$ cat src/rtl/id_ex_stage_if.sv
// Decode/execute boundary bundle: decoder controls and operands in, registered
// execute bundle plus stall and bubble count out.
interface id_ex_stage_if #(
  parameter int DATA_W = 32,
  parameter int REG_AW = 5
);
  logic              id_valid;
  logic [1:0]        id_reg_dst, id_mem_to_reg;
  logic              id_jump, id_branch, id_bne, id_mem_read, id_mem_write;
  logic              id_alu_src, id_reg_write;
  logic [2:0]        id_alu_op;
  logic [DATA_W-1:0] id_pc4, id_rdata1, id_rdata2, id_imm;
  logic [REG_AW-1:0] id_rs, id_rt, id_rd;
  logic [5:0]        id_funct;
  logic              flush, ex_hold;

  logic              ex_valid;
  logic [1:0]        ex_reg_dst, ex_mem_to_reg;
  logic              ex_jump, ex_branch, ex_bne, ex_mem_read, ex_mem_write;
  logic              ex_alu_src, ex_reg_write;
  logic [2:0]        ex_alu_op;
  logic [DATA_W-1:0] ex_pc4, ex_rdata1, ex_rdata2, ex_imm;
  logic [REG_AW-1:0] ex_rs, ex_rt, ex_rd;
  logic [5:0]        ex_funct;
  logic              stall;
  logic [31:0]       bubble_cnt;

  modport master (
    output id_valid, id_reg_dst, id_mem_to_reg, id_jump, id_branch, id_bne,
           id_mem_read, id_mem_write, id_alu_src, id_reg_write, id_alu_op,
           id_pc4, id_rdata1, id_rdata2, id_imm, id_rs, id_rt, id_rd, id_funct,
           flush, ex_hold,
    input  ex_valid, ex_reg_dst, ex_mem_to_reg, ex_jump, ex_branch, ex_bne,
           ex_mem_read, ex_mem_write, ex_alu_src, ex_reg_write, ex_alu_op,
           ex_pc4, ex_rdata1, ex_rdata2, ex_imm, ex_rs, ex_rt, ex_rd, ex_funct,
           stall, bubble_cnt
  );

  modport slave (
    input  id_valid, id_reg_dst, id_mem_to_reg, id_jump, id_branch, id_bne,
           id_mem_read, id_mem_write, id_alu_src, id_reg_write, id_alu_op,
           id_pc4, id_rdata1, id_rdata2, id_imm, id_rs, id_rt, id_rd, id_funct,
           flush, ex_hold,
    output ex_valid, ex_reg_dst, ex_mem_to_reg, ex_jump, ex_branch, ex_bne,
           ex_mem_read, ex_mem_write, ex_alu_src, ex_reg_write, ex_alu_op,
           ex_pc4, ex_rdata1, ex_rdata2, ex_imm, ex_rs, ex_rt, ex_rd, ex_funct,
           stall, bubble_cnt
  );
endinterface

$ cat src/rtl/id_ex_stage.sv
// ID/EX pipeline register with load-use hazard detection, flush and hold.
// Define ID_EX_BUBBLE_CNT_EN to build the saturating bubble counter.
module id_ex_stage #(
  parameter int DATA_W = 32,
  parameter int REG_AW = 5
) (
  input  logic          clk,
  input  logic          rst_n,
  id_ex_stage_if.slave  bus
);
    typedef struct packed {
        logic              valid;
        logic [1:0]        reg_dst;
        logic [1:0]        mem_to_reg;
        logic              jump, branch, bne, mem_read, mem_write, alu_src, reg_write;
        logic [2:0]        alu_op;
        logic [DATA_W-1:0] pc4, rdata1, rdata2, imm;
        logic [REG_AW-1:0] rs, rt, rd;
        logic [5:0]        funct;
    } bundle_t;

    bundle_t id_b, ex_q, ex_d;
    logic    uses_rs, uses_rt, lu;

    // An invalid decode slot is captured as an all-zero NOP bundle.
    always_comb begin
        id_b = '0;
        if (bus.id_valid) begin
            id_b.valid      = 1'b1;
            id_b.reg_dst    = bus.id_reg_dst;
            id_b.mem_to_reg = bus.id_mem_to_reg;
            id_b.jump       = bus.id_jump;
            id_b.branch     = bus.id_branch;
            id_b.bne        = bus.id_bne;
            id_b.mem_read   = bus.id_mem_read;
            id_b.mem_write  = bus.id_mem_write;
            id_b.alu_src    = bus.id_alu_src;
            id_b.reg_write  = bus.id_reg_write;
            id_b.alu_op     = bus.id_alu_op;
            id_b.pc4        = bus.id_pc4;
            id_b.rdata1     = bus.id_rdata1;
            id_b.rdata2     = bus.id_rdata2;
            id_b.imm        = bus.id_imm;
            id_b.rs         = bus.id_rs;
            id_b.rt         = bus.id_rt;
            id_b.rd         = bus.id_rd;
            id_b.funct      = bus.id_funct;
        end
    end

    assign uses_rs = !bus.id_jump;
    assign uses_rt = (bus.id_reg_dst == 2'b01) | bus.id_mem_write | bus.id_branch | bus.id_bne;

    // $zero destinations never create a dependency.
    assign lu = bus.id_valid & ex_q.valid & ex_q.mem_read & ex_q.reg_write &
                (ex_q.rt != '0) &
                ((uses_rs & (bus.id_rs == ex_q.rt)) | (uses_rt & (bus.id_rt == ex_q.rt)));

    assign bus.stall = (lu & !bus.flush) | bus.ex_hold;

    // Flush beats hold so a killed instruction can never linger in EX.
    always_comb begin
        ex_d = ex_q;
        if (bus.flush || (!bus.ex_hold && lu)) ex_d = '0;
        else if (!bus.ex_hold)                 ex_d = id_b;
    end

    always_ff @(posedge clk or negedge rst_n) begin
        if (!rst_n) ex_q <= '0;
        else        ex_q <= ex_d;
    end

    assign bus.ex_valid      = ex_q.valid;
    assign bus.ex_reg_dst    = ex_q.reg_dst;
    assign bus.ex_mem_to_reg = ex_q.mem_to_reg;
    assign bus.ex_jump       = ex_q.jump;
    assign bus.ex_branch     = ex_q.branch;
    assign bus.ex_bne        = ex_q.bne;
    assign bus.ex_mem_read   = ex_q.mem_read;
    assign bus.ex_mem_write  = ex_q.mem_write;
    assign bus.ex_alu_src    = ex_q.alu_src;
    assign bus.ex_reg_write  = ex_q.reg_write;
    assign bus.ex_alu_op     = ex_q.alu_op;
    assign bus.ex_pc4        = ex_q.pc4;
    assign bus.ex_rdata1     = ex_q.rdata1;
    assign bus.ex_rdata2     = ex_q.rdata2;
    assign bus.ex_imm        = ex_q.imm;
    assign bus.ex_rs         = ex_q.rs;
    assign bus.ex_rt         = ex_q.rt;
    assign bus.ex_rd         = ex_q.rd;
    assign bus.ex_funct      = ex_q.funct;

`ifdef ID_EX_BUBBLE_CNT_EN
    logic        bubble_ld;
    logic [31:0] cnt_q, cnt_d;

    assign bubble_ld = bus.flush | (!bus.ex_hold & lu);

    always_comb begin
        cnt_d = cnt_q;
        if (bubble_ld && (cnt_q != 32'hFFFF_FFFF)) cnt_d = cnt_q + 32'd1;
    end

    always_ff @(posedge clk or negedge rst_n) begin
        if (!rst_n) cnt_q <= '0;
        else        cnt_q <= cnt_d;
    end

    assign bus.bubble_cnt = cnt_q;
`else
    assign bus.bubble_cnt = 32'd0;
`endif
endmodule
$ cat src/flat_wrapper.sv
// flat-port wrapper written by rule: the top's interface ports become plain ports
module id_ex_stage_flat 
#(
  parameter int DATA_W = 32,
  parameter int REG_AW = 5
)
  (clk, rst_n, bus_id_valid, bus_id_reg_dst, bus_id_mem_to_reg, bus_id_jump, bus_id_branch, bus_id_bne, bus_id_mem_read, bus_id_mem_write, bus_id_alu_src, bus_id_reg_write, bus_id_alu_op, bus_id_pc4, bus_id_rdata1, bus_id_rdata2, bus_id_imm, bus_id_rs, bus_id_rt, bus_id_rd, bus_id_funct, bus_flush, bus_ex_hold, bus_ex_valid, bus_ex_reg_dst, bus_ex_mem_to_reg, bus_ex_jump, bus_ex_branch, bus_ex_bne, bus_ex_mem_read, bus_ex_mem_write, bus_ex_alu_src, bus_ex_reg_write, bus_ex_alu_op, bus_ex_pc4, bus_ex_rdata1, bus_ex_rdata2, bus_ex_imm, bus_ex_rs, bus_ex_rt, bus_ex_rd, bus_ex_funct, bus_stall, bus_bubble_cnt);
  id_ex_stage_if #(.DATA_W(DATA_W), .REG_AW(REG_AW)) bus_i ();
  input  logic clk;
  input  logic rst_n;
  input wire logic [$bits(bus_i.id_valid)-1:0] bus_id_valid;
  input wire logic [$bits(bus_i.id_reg_dst)-1:0] bus_id_reg_dst;
  input wire logic [$bits(bus_i.id_mem_to_reg)-1:0] bus_id_mem_to_reg;
  input wire logic [$bits(bus_i.id_jump)-1:0] bus_id_jump;
  input wire logic [$bits(bus_i.id_branch)-1:0] bus_id_branch;
  input wire logic [$bits(bus_i.id_bne)-1:0] bus_id_bne;
  input wire logic [$bits(bus_i.id_mem_read)-1:0] bus_id_mem_read;
  input wire logic [$bits(bus_i.id_mem_write)-1:0] bus_id_mem_write;
  input wire logic [$bits(bus_i.id_alu_src)-1:0] bus_id_alu_src;
  input wire logic [$bits(bus_i.id_reg_write)-1:0] bus_id_reg_write;
  input wire logic [$bits(bus_i.id_alu_op)-1:0] bus_id_alu_op;
  input wire logic [$bits(bus_i.id_pc4)-1:0] bus_id_pc4;
  input wire logic [$bits(bus_i.id_rdata1)-1:0] bus_id_rdata1;
  input wire logic [$bits(bus_i.id_rdata2)-1:0] bus_id_rdata2;
  input wire logic [$bits(bus_i.id_imm)-1:0] bus_id_imm;
  input wire logic [$bits(bus_i.id_rs)-1:0] bus_id_rs;
  input wire logic [$bits(bus_i.id_rt)-1:0] bus_id_rt;
  input wire logic [$bits(bus_i.id_rd)-1:0] bus_id_rd;
  input wire logic [$bits(bus_i.id_funct)-1:0] bus_id_funct;
  input wire logic [$bits(bus_i.flush)-1:0] bus_flush;
  input wire logic [$bits(bus_i.ex_hold)-1:0] bus_ex_hold;
  output wire logic [$bits(bus_i.ex_valid)-1:0] bus_ex_valid;
  output wire logic [$bits(bus_i.ex_reg_dst)-1:0] bus_ex_reg_dst;
  output wire logic [$bits(bus_i.ex_mem_to_reg)-1:0] bus_ex_mem_to_reg;
  output wire logic [$bits(bus_i.ex_jump)-1:0] bus_ex_jump;
  output wire logic [$bits(bus_i.ex_branch)-1:0] bus_ex_branch;
  output wire logic [$bits(bus_i.ex_bne)-1:0] bus_ex_bne;
  output wire logic [$bits(bus_i.ex_mem_read)-1:0] bus_ex_mem_read;
  output wire logic [$bits(bus_i.ex_mem_write)-1:0] bus_ex_mem_write;
  output wire logic [$bits(bus_i.ex_alu_src)-1:0] bus_ex_alu_src;
  output wire logic [$bits(bus_i.ex_reg_write)-1:0] bus_ex_reg_write;
  output wire logic [$bits(bus_i.ex_alu_op)-1:0] bus_ex_alu_op;
  output wire logic [$bits(bus_i.ex_pc4)-1:0] bus_ex_pc4;
  output wire logic [$bits(bus_i.ex_rdata1)-1:0] bus_ex_rdata1;
  output wire logic [$bits(bus_i.ex_rdata2)-1:0] bus_ex_rdata2;
  output wire logic [$bits(bus_i.ex_imm)-1:0] bus_ex_imm;
  output wire logic [$bits(bus_i.ex_rs)-1:0] bus_ex_rs;
  output wire logic [$bits(bus_i.ex_rt)-1:0] bus_ex_rt;
  output wire logic [$bits(bus_i.ex_rd)-1:0] bus_ex_rd;
  output wire logic [$bits(bus_i.ex_funct)-1:0] bus_ex_funct;
  output wire logic [$bits(bus_i.stall)-1:0] bus_stall;
  output wire logic [$bits(bus_i.bubble_cnt)-1:0] bus_bubble_cnt;
  assign bus_i.id_valid = bus_id_valid;
  assign bus_i.id_reg_dst = bus_id_reg_dst;
  assign bus_i.id_mem_to_reg = bus_id_mem_to_reg;
  assign bus_i.id_jump = bus_id_jump;
  assign bus_i.id_branch = bus_id_branch;
  assign bus_i.id_bne = bus_id_bne;
  assign bus_i.id_mem_read = bus_id_mem_read;
  assign bus_i.id_mem_write = bus_id_mem_write;
  assign bus_i.id_alu_src = bus_id_alu_src;
  assign bus_i.id_reg_write = bus_id_reg_write;
  assign bus_i.id_alu_op = bus_id_alu_op;
  assign bus_i.id_pc4 = bus_id_pc4;
  assign bus_i.id_rdata1 = bus_id_rdata1;
  assign bus_i.id_rdata2 = bus_id_rdata2;
  assign bus_i.id_imm = bus_id_imm;
  assign bus_i.id_rs = bus_id_rs;
  assign bus_i.id_rt = bus_id_rt;
  assign bus_i.id_rd = bus_id_rd;
  assign bus_i.id_funct = bus_id_funct;
  assign bus_i.flush = bus_flush;
  assign bus_i.ex_hold = bus_ex_hold;
  assign bus_ex_valid = bus_i.ex_valid;
  assign bus_ex_reg_dst = bus_i.ex_reg_dst;
  assign bus_ex_mem_to_reg = bus_i.ex_mem_to_reg;
  assign bus_ex_jump = bus_i.ex_jump;
  assign bus_ex_branch = bus_i.ex_branch;
  assign bus_ex_bne = bus_i.ex_bne;
  assign bus_ex_mem_read = bus_i.ex_mem_read;
  assign bus_ex_mem_write = bus_i.ex_mem_write;
  assign bus_ex_alu_src = bus_i.ex_alu_src;
  assign bus_ex_reg_write = bus_i.ex_reg_write;
  assign bus_ex_alu_op = bus_i.ex_alu_op;
  assign bus_ex_pc4 = bus_i.ex_pc4;
  assign bus_ex_rdata1 = bus_i.ex_rdata1;
  assign bus_ex_rdata2 = bus_i.ex_rdata2;
  assign bus_ex_imm = bus_i.ex_imm;
  assign bus_ex_rs = bus_i.ex_rs;
  assign bus_ex_rt = bus_i.ex_rt;
  assign bus_ex_rd = bus_i.ex_rd;
  assign bus_ex_funct = bus_i.ex_funct;
  assign bus_stall = bus_i.stall;
  assign bus_bubble_cnt = bus_i.bubble_cnt;
  id_ex_stage #(.DATA_W(DATA_W), .REG_AW(REG_AW)) u_core (.clk(clk), .rst_n(rst_n), .bus(bus_i));
endmodule
$ cat config.mk
export PLATFORM = sky130hd
export DESIGN_NAME = id_ex_stage_flat
export DESIGN_NICKNAME = d
export VERILOG_FILES = /design/src/rtl/id_ex_stage_if.sv /design/src/rtl/id_ex_stage.sv /design/src/flat_wrapper.sv
export SDC_FILE = /design/constraint.sdc
export NUM_CORES = 1
export LEC_CHECK = 0
export CAP_MARGIN = 15
export CORE_MARGIN = 4
export CORE_UTILIZATION = 38
export CTS_CLUSTER_DIAMETER = 80
export DETAILED_ROUTE_END_ITERATION = 8
export HOLD_SLACK_MARGIN = 0.12
export PLACE_DENSITY = 0.78
export SLEW_MARGIN = 20
export SYNTH_ARGS = -nofsm -noshare
export SYNTH_HDL_FRONTEND = slang
export SYNTH_SLANG_ARGS = --single-unit
$ cat constraint.sdc
create_clock -name clk -period 2 [get_ports clk]
set_input_delay 0.5 -clock clk [delete_from_list [all_inputs] [get_ports clk]]
set_output_delay 0.5 -clock clk [all_outputs]
set_load 0.01 [all_outputs]
* After elaboration in Yosys (flattened, before gate mapping)
Cells that the tools add are included.
Word-level totals: bits in registers 164, input bits 168, output and inout port bits 197
Operators by class: equal/unequal tests 4, mux-type cells 3, bitwise gates (word level) 13, reductions and logical operators 6
Operators with widths (number):
- two-way mux 164 bit | 3
- equality test 5 bit | 2
- AND 1 bit | 8
- bitwise OR 1 bit | 5
- nonzero test 5 bit | 1
- zero test 1 bit | 3
- equality test 2 x 1 -> 1 bit (second input constant) | 1
- inequality test 2 x 1 -> 1 bit (second input constant) | 1
- logical AND 1 bit | 1
- logical OR 1 bit | 1

* Depth between registers and ports, before layout
depth in word-level cells 10, gate-level depth with buffers 7, gate-level depth less buffers 4

* Worst setup path after synthesis
No wires, ideal clock.
path kind flip-flop to output port, from register u_core.ex_q (netlist bit u_core.bus.ex_rt[0]), to output port bus_stall, arrival 1.560 ns, required time 1.500 ns, path slack -0.060 ns, cell stages (with the launch flop) 6, path through dfrtp_1 or4_1 o21ai_2 buf_4 nor2_1 a21o_1
On the way: cells in the longest elaborated chain, start to end 6
Ends and longest elaborated chain:
- from (decl) | line id_ex_stage.sv:22 | bundle_t id_b, ex_q, ex_d;
- from (signal assigned) | line id_ex_stage.sv:69 | if (!rst_n) ex_q <= '0;
- from (signal assigned) | line id_ex_stage.sv:70 | else ex_q <= ex_d;
- equality test 5 bit | line id_ex_stage.sv:57 | ((uses_rs & (bus.id_rs == ex_q.rt)) | (uses_rt & (bus.id_rt == ex_q.rt)));
- AND 1 bit | line id_ex_stage.sv:57
- bitwise OR 1 bit | line id_ex_stage.sv:57
- AND 1 bit (*) | line id_ex_stage.sv:56 | (ex_q.rt != '0) &
- AND 1 bit (*) | line id_ex_stage.sv:59 | assign bus.stall = (lu & !bus.flush) | bus.ex_hold;
- bitwise OR 1 bit (*) | line id_ex_stage.sv:59
- to (decl) | line flat_wrapper.sv:51 | output wire logic [$bits(bus_i.stall)-1:0] bus_stall;
Every way passes the cells marked *; elsewhere a longest branch is shown, timed or not.

* Final worst setup path
from input port bus_id_rt[2], to output port bus_stall
On the way: cells in the longest elaborated chain, start to end 6
Ends and longest elaborated chain:
- from (decl) | line flat_wrapper.sv:27 | input wire logic [$bits(bus_i.id_rt)-1:0] bus_id_rt;
- equality test 5 bit | line id_ex_stage.sv:57
- AND 1 bit | line id_ex_stage.sv:57
- bitwise OR 1 bit | line id_ex_stage.sv:57
- AND 1 bit | line id_ex_stage.sv:56
- AND 1 bit | line id_ex_stage.sv:59
- bitwise OR 1 bit | line id_ex_stage.sv:59
No other way between the ends.

==> flow_summary_export.csv <==
group,metric,value,unit
run_status,outcome,"finished, violations left",
grt,globalRoute.busiestLayer,"met2",
logic_synthesis,synth_common_cells,"dfrtp_1, nand2_1, a32oi_1",
critical_path,slowest_delay,0.50,ns
detailed_routing,drt_iter0_markers,455,
clocking,h-tree-depth,4,
run_status,failed_checks,"setup timing",
clocking,cts_tree,"done",
critical_path,r2r_cells,6,
timing,hold_viol,0,
floorplanning,start_util,38.6,%
grt,grt_max_degree,82,
floorplanning,core-area,20300,sq um
clocking,cts_max_path_buffers,2,
logic_synthesis,yosysTopAreaCell,"dfrtp_1",
timing,slew_viol_final,0,
timing,finalWorstSetupSlack,-0.463,ns
power,total_power,8.79,mW
logic_synthesis,synth-simple-area-share,8.65,%
placed_design,numPlacedInstances,1375,
critical_path,crit_slowest_cell,"clkdlybuf4s50_1",
critical_path,crit_path_start,"bus_id_rt[2]",
cells_and_area,n_fill_cell,1654,
logic_synthesis,netlist_instances,804,
power,powerDensity,700,nW/um^2
cells_and_area,finalNonFillerCells,1417,
timing,fmax,0.406,GHz
grt,use_met3,7.20,%
grt,grt-ovfl-total,0,
floorplanning,die_h,152,microns
grt,grt_pass1_vias,7610,
detailed_routing,first_pass_iters,5,
logic_synthesis,synth_seq_area_share,52.3,%
critical_path,crit_required,1.50,ns
clocking,cts_made_buffers,17,
critical_path,timing.rr.start,"u_core.bus.ex_rt[0]$_DFFE_PN0P_",
critical_path,path_cells,"clkdlybuf4s50_1 > xor2_1 > nor3_1 > buf_4 > a22o_4 > a21o_1 > buf_6",
grt,grt_first_pass_wirelength,43000,microns
clocking,clk_pin_slew,0.06,ns
critical_path,cp.arrival,1.96,ns
floorplanning,die_area,23000,sq um
cells_and_area,drive_gt1_share,9.86,%
timing,setup_viol_count_final,49,
hold_path,hold_path_class,"reg2reg",
detailed_routing,drc,0,
logic_synthesis,ys.flop_type,"dfrtp_1",
critical_path,reg2reg_setup_slack,-0.09,ns
cells_and_area,area_delta_synth_final,60.1,%
logic_synthesis,synth_area_leaders,"dfrtp_1, a32oi_1, o21ai_0",
grt,grt_use_met2,38.1,%
cells_and_area,nNetsFinal,1303,
logic_synthesis,yosys.area.top_type_share,52.3,%
placed_design,finalWeightedCongestion,0.807,
logic_synthesis,yosys_warnings,0,
timing,period_needed,2.46,ns
logic_synthesis,ys_types,26,
grt,grt.met1_usage,30.8,%
logic_synthesis,synth-compound-area-share,29.2,%
timing,clock-skew-final,0.00916,ns
critical_path,path_delay_family,"buffers and inverters",
logic_synthesis,synth_top_family_by_area,"compound AO/OA/AOI/OAI gates",
logic_synthesis,yosys.area_share.adder,0,%
detailed_routing,drt_wl_total,29100,microns
timing,fin_crit_sh,123,%
detailed_routing,ant_nets,0,
critical_path,crit_path_start_kind,"input pin",
logic_synthesis,avgSynthCellArea,9.76,sq um
detailed_routing,via_count,7920,
placed_design,io_buffers,332,
power,ir_drop,541,uV
critical_path,critPathBufInv,3,
run,drv_cap,0,
placed_design,dp_slack,-1.27,ns
clocking,cts.sinks,164,
clocking,worstSkewPairLatency,0.42,ns
logic_synthesis,synthesis.area,7840,sq um
power,p_leak,5.02,nW
critical_path,crit_cells,7,
critical_path,cp-end-kind,"primary output",
logic_synthesis,synth-xor-area-share,1.12,%
timing,grt_setup_unrepaired,"yes",
grt,antenna_found_initial,1,
floorplanning,ios,365,
floorplanning,rows,52,
critical_path,worstPathMaxFanout,2,
critical_path,crit_type,"in2out",
detailed_routing,vias_per_cell,5.59,
clocking,cts_root_buffer,"clkbuf_16",
logic_synthesis,synthArstFlopShare,100,%
grt,grtUsageTotal,23.7,%
detailed_routing,post_drt_wl_per_cell,20.6,microns
logic_synthesis,synthMuxAreaShare,0,%
floorplanning,die_x,152,microns
logic_synthesis,ys_seq_elements,164,
critical_path,r2r_end,"u_core.bus.ex_rdata2[10]$_DFFE_PN0P_",
placed_design,place_hpwl,18200,microns
logic_synthesis,synth_edf_count,0,
timing,tns,-3.45,ns
critical_path,crit_end,"bus_stall",
-- stage by stage --
stage | hold WS [ns] | area [sq um] | utilization (%)
final | 0.496 | 12600 | 61.9
after global routing | 0.507 | 12600 | 61.9
after CTS | 0.482 | 12500 | 61.4
after detailed placement | 0.429 | 11600 | 57.4
after global placement | 0.427 | 11600 | 57.4
after floorplan | 0.204 | 7970 | -
-- kinds of logic (layout without fill, tap and decap cells) --
kind of cell,after synthesis,after routing
other cells,1,33
simple gates,175,175
xor+xnor,10,10
flops,164,164
compound gates,332,332
buf+inv,122,433
-- cell type report --
cell class	count	area, sq um	area share, %
well taps	270	338	2.69
flip-flops and latches	164	4110	32.7
diodes	1	2.50	0.0199
clock buffers	17	425	3.39
repair buffers	403	4300	34.3
clock inverters	13	150	1.20
multi-input cells	549	3230	25.7
-- per-layer routing --
layer | share of wire (%) | wire length (microns)
met5 | 0 | 0
met4 | 2.1 | 616
met2 | 47 | 13800
met3 | 9.4 | 2730
met1 | 41 | 12000
-- worst min-delay path by stage --
stage	startpoint	endpoint	slack, ns	depth (start not counted)
after detailed placement	rst_n	u_core.bus.ex_pc4[14]$_DFFE_PN0P_	0.43	1
after global placement	rst_n	u_core.bus.ex_pc4[5]$_DFFE_PN0P_	0.43	1
after CTS	bus_id_rt[4]	u_core.bus.ex_rt[4]$_DFFE_PN0P_	0.48	3
after floorplan	rst_n	u_core.bus.ex_alu_op[0]$_DFFE_PN0P_	0.20	0
after global routing	bus_id_rt[4]	u_core.bus.ex_rt[4]$_DFFE_PN0P_	0.51	3
final	u_core.bus.ex_rs[4]$_DFFE_PN0P_	u_core.bus.ex_rs[4]$_DFFE_PN0P_	0.50	2
-- what timing repair did --
action,CTS,global route
resized for setup,34,5
cloned,5,3
endpoints found under the setup margin,170,166
endpoints found under the hold margin,30,0
setup buffers,2,0
hold buffers,1,0
pin swaps,2,0
-- layout by cell type, fill, tap and decap left out, drive strengths merged --
master,n
nand2,164
nor3,2
a22o,1
conb,32
nor4,1
clkbuf,20
inv,6
a32oi,163
nand2b,1
xor2,10
a211oi,1
clkinvlp,4
nor2,3
dlygate4sd3,1
dfrtp,164
clkinv,1
nor2b,1
and2,1
bufinv,2
dlymetal6s2s,2
o21ai,165
a21o,1
clkdlybuf4s50,318
buf,67
a22oi,1
bufbuf,2
or4,1
diode,1
dlygate4sd2,10
and4,1
-- worst min-delay path: stages, from the launching register on --
cell	delay, ns
dfrtp_1	0.35
a32oi_1	0.05
o21ai_0	0.06
-- where the power goes --
group	internal, mW	total [mW]	switching [mW]
registers	3.55	3.71	0.155
logic	0.985	1.79	0.800
clock network	1.85	3.30	1.45
Power figures use the tool's default switching activity.
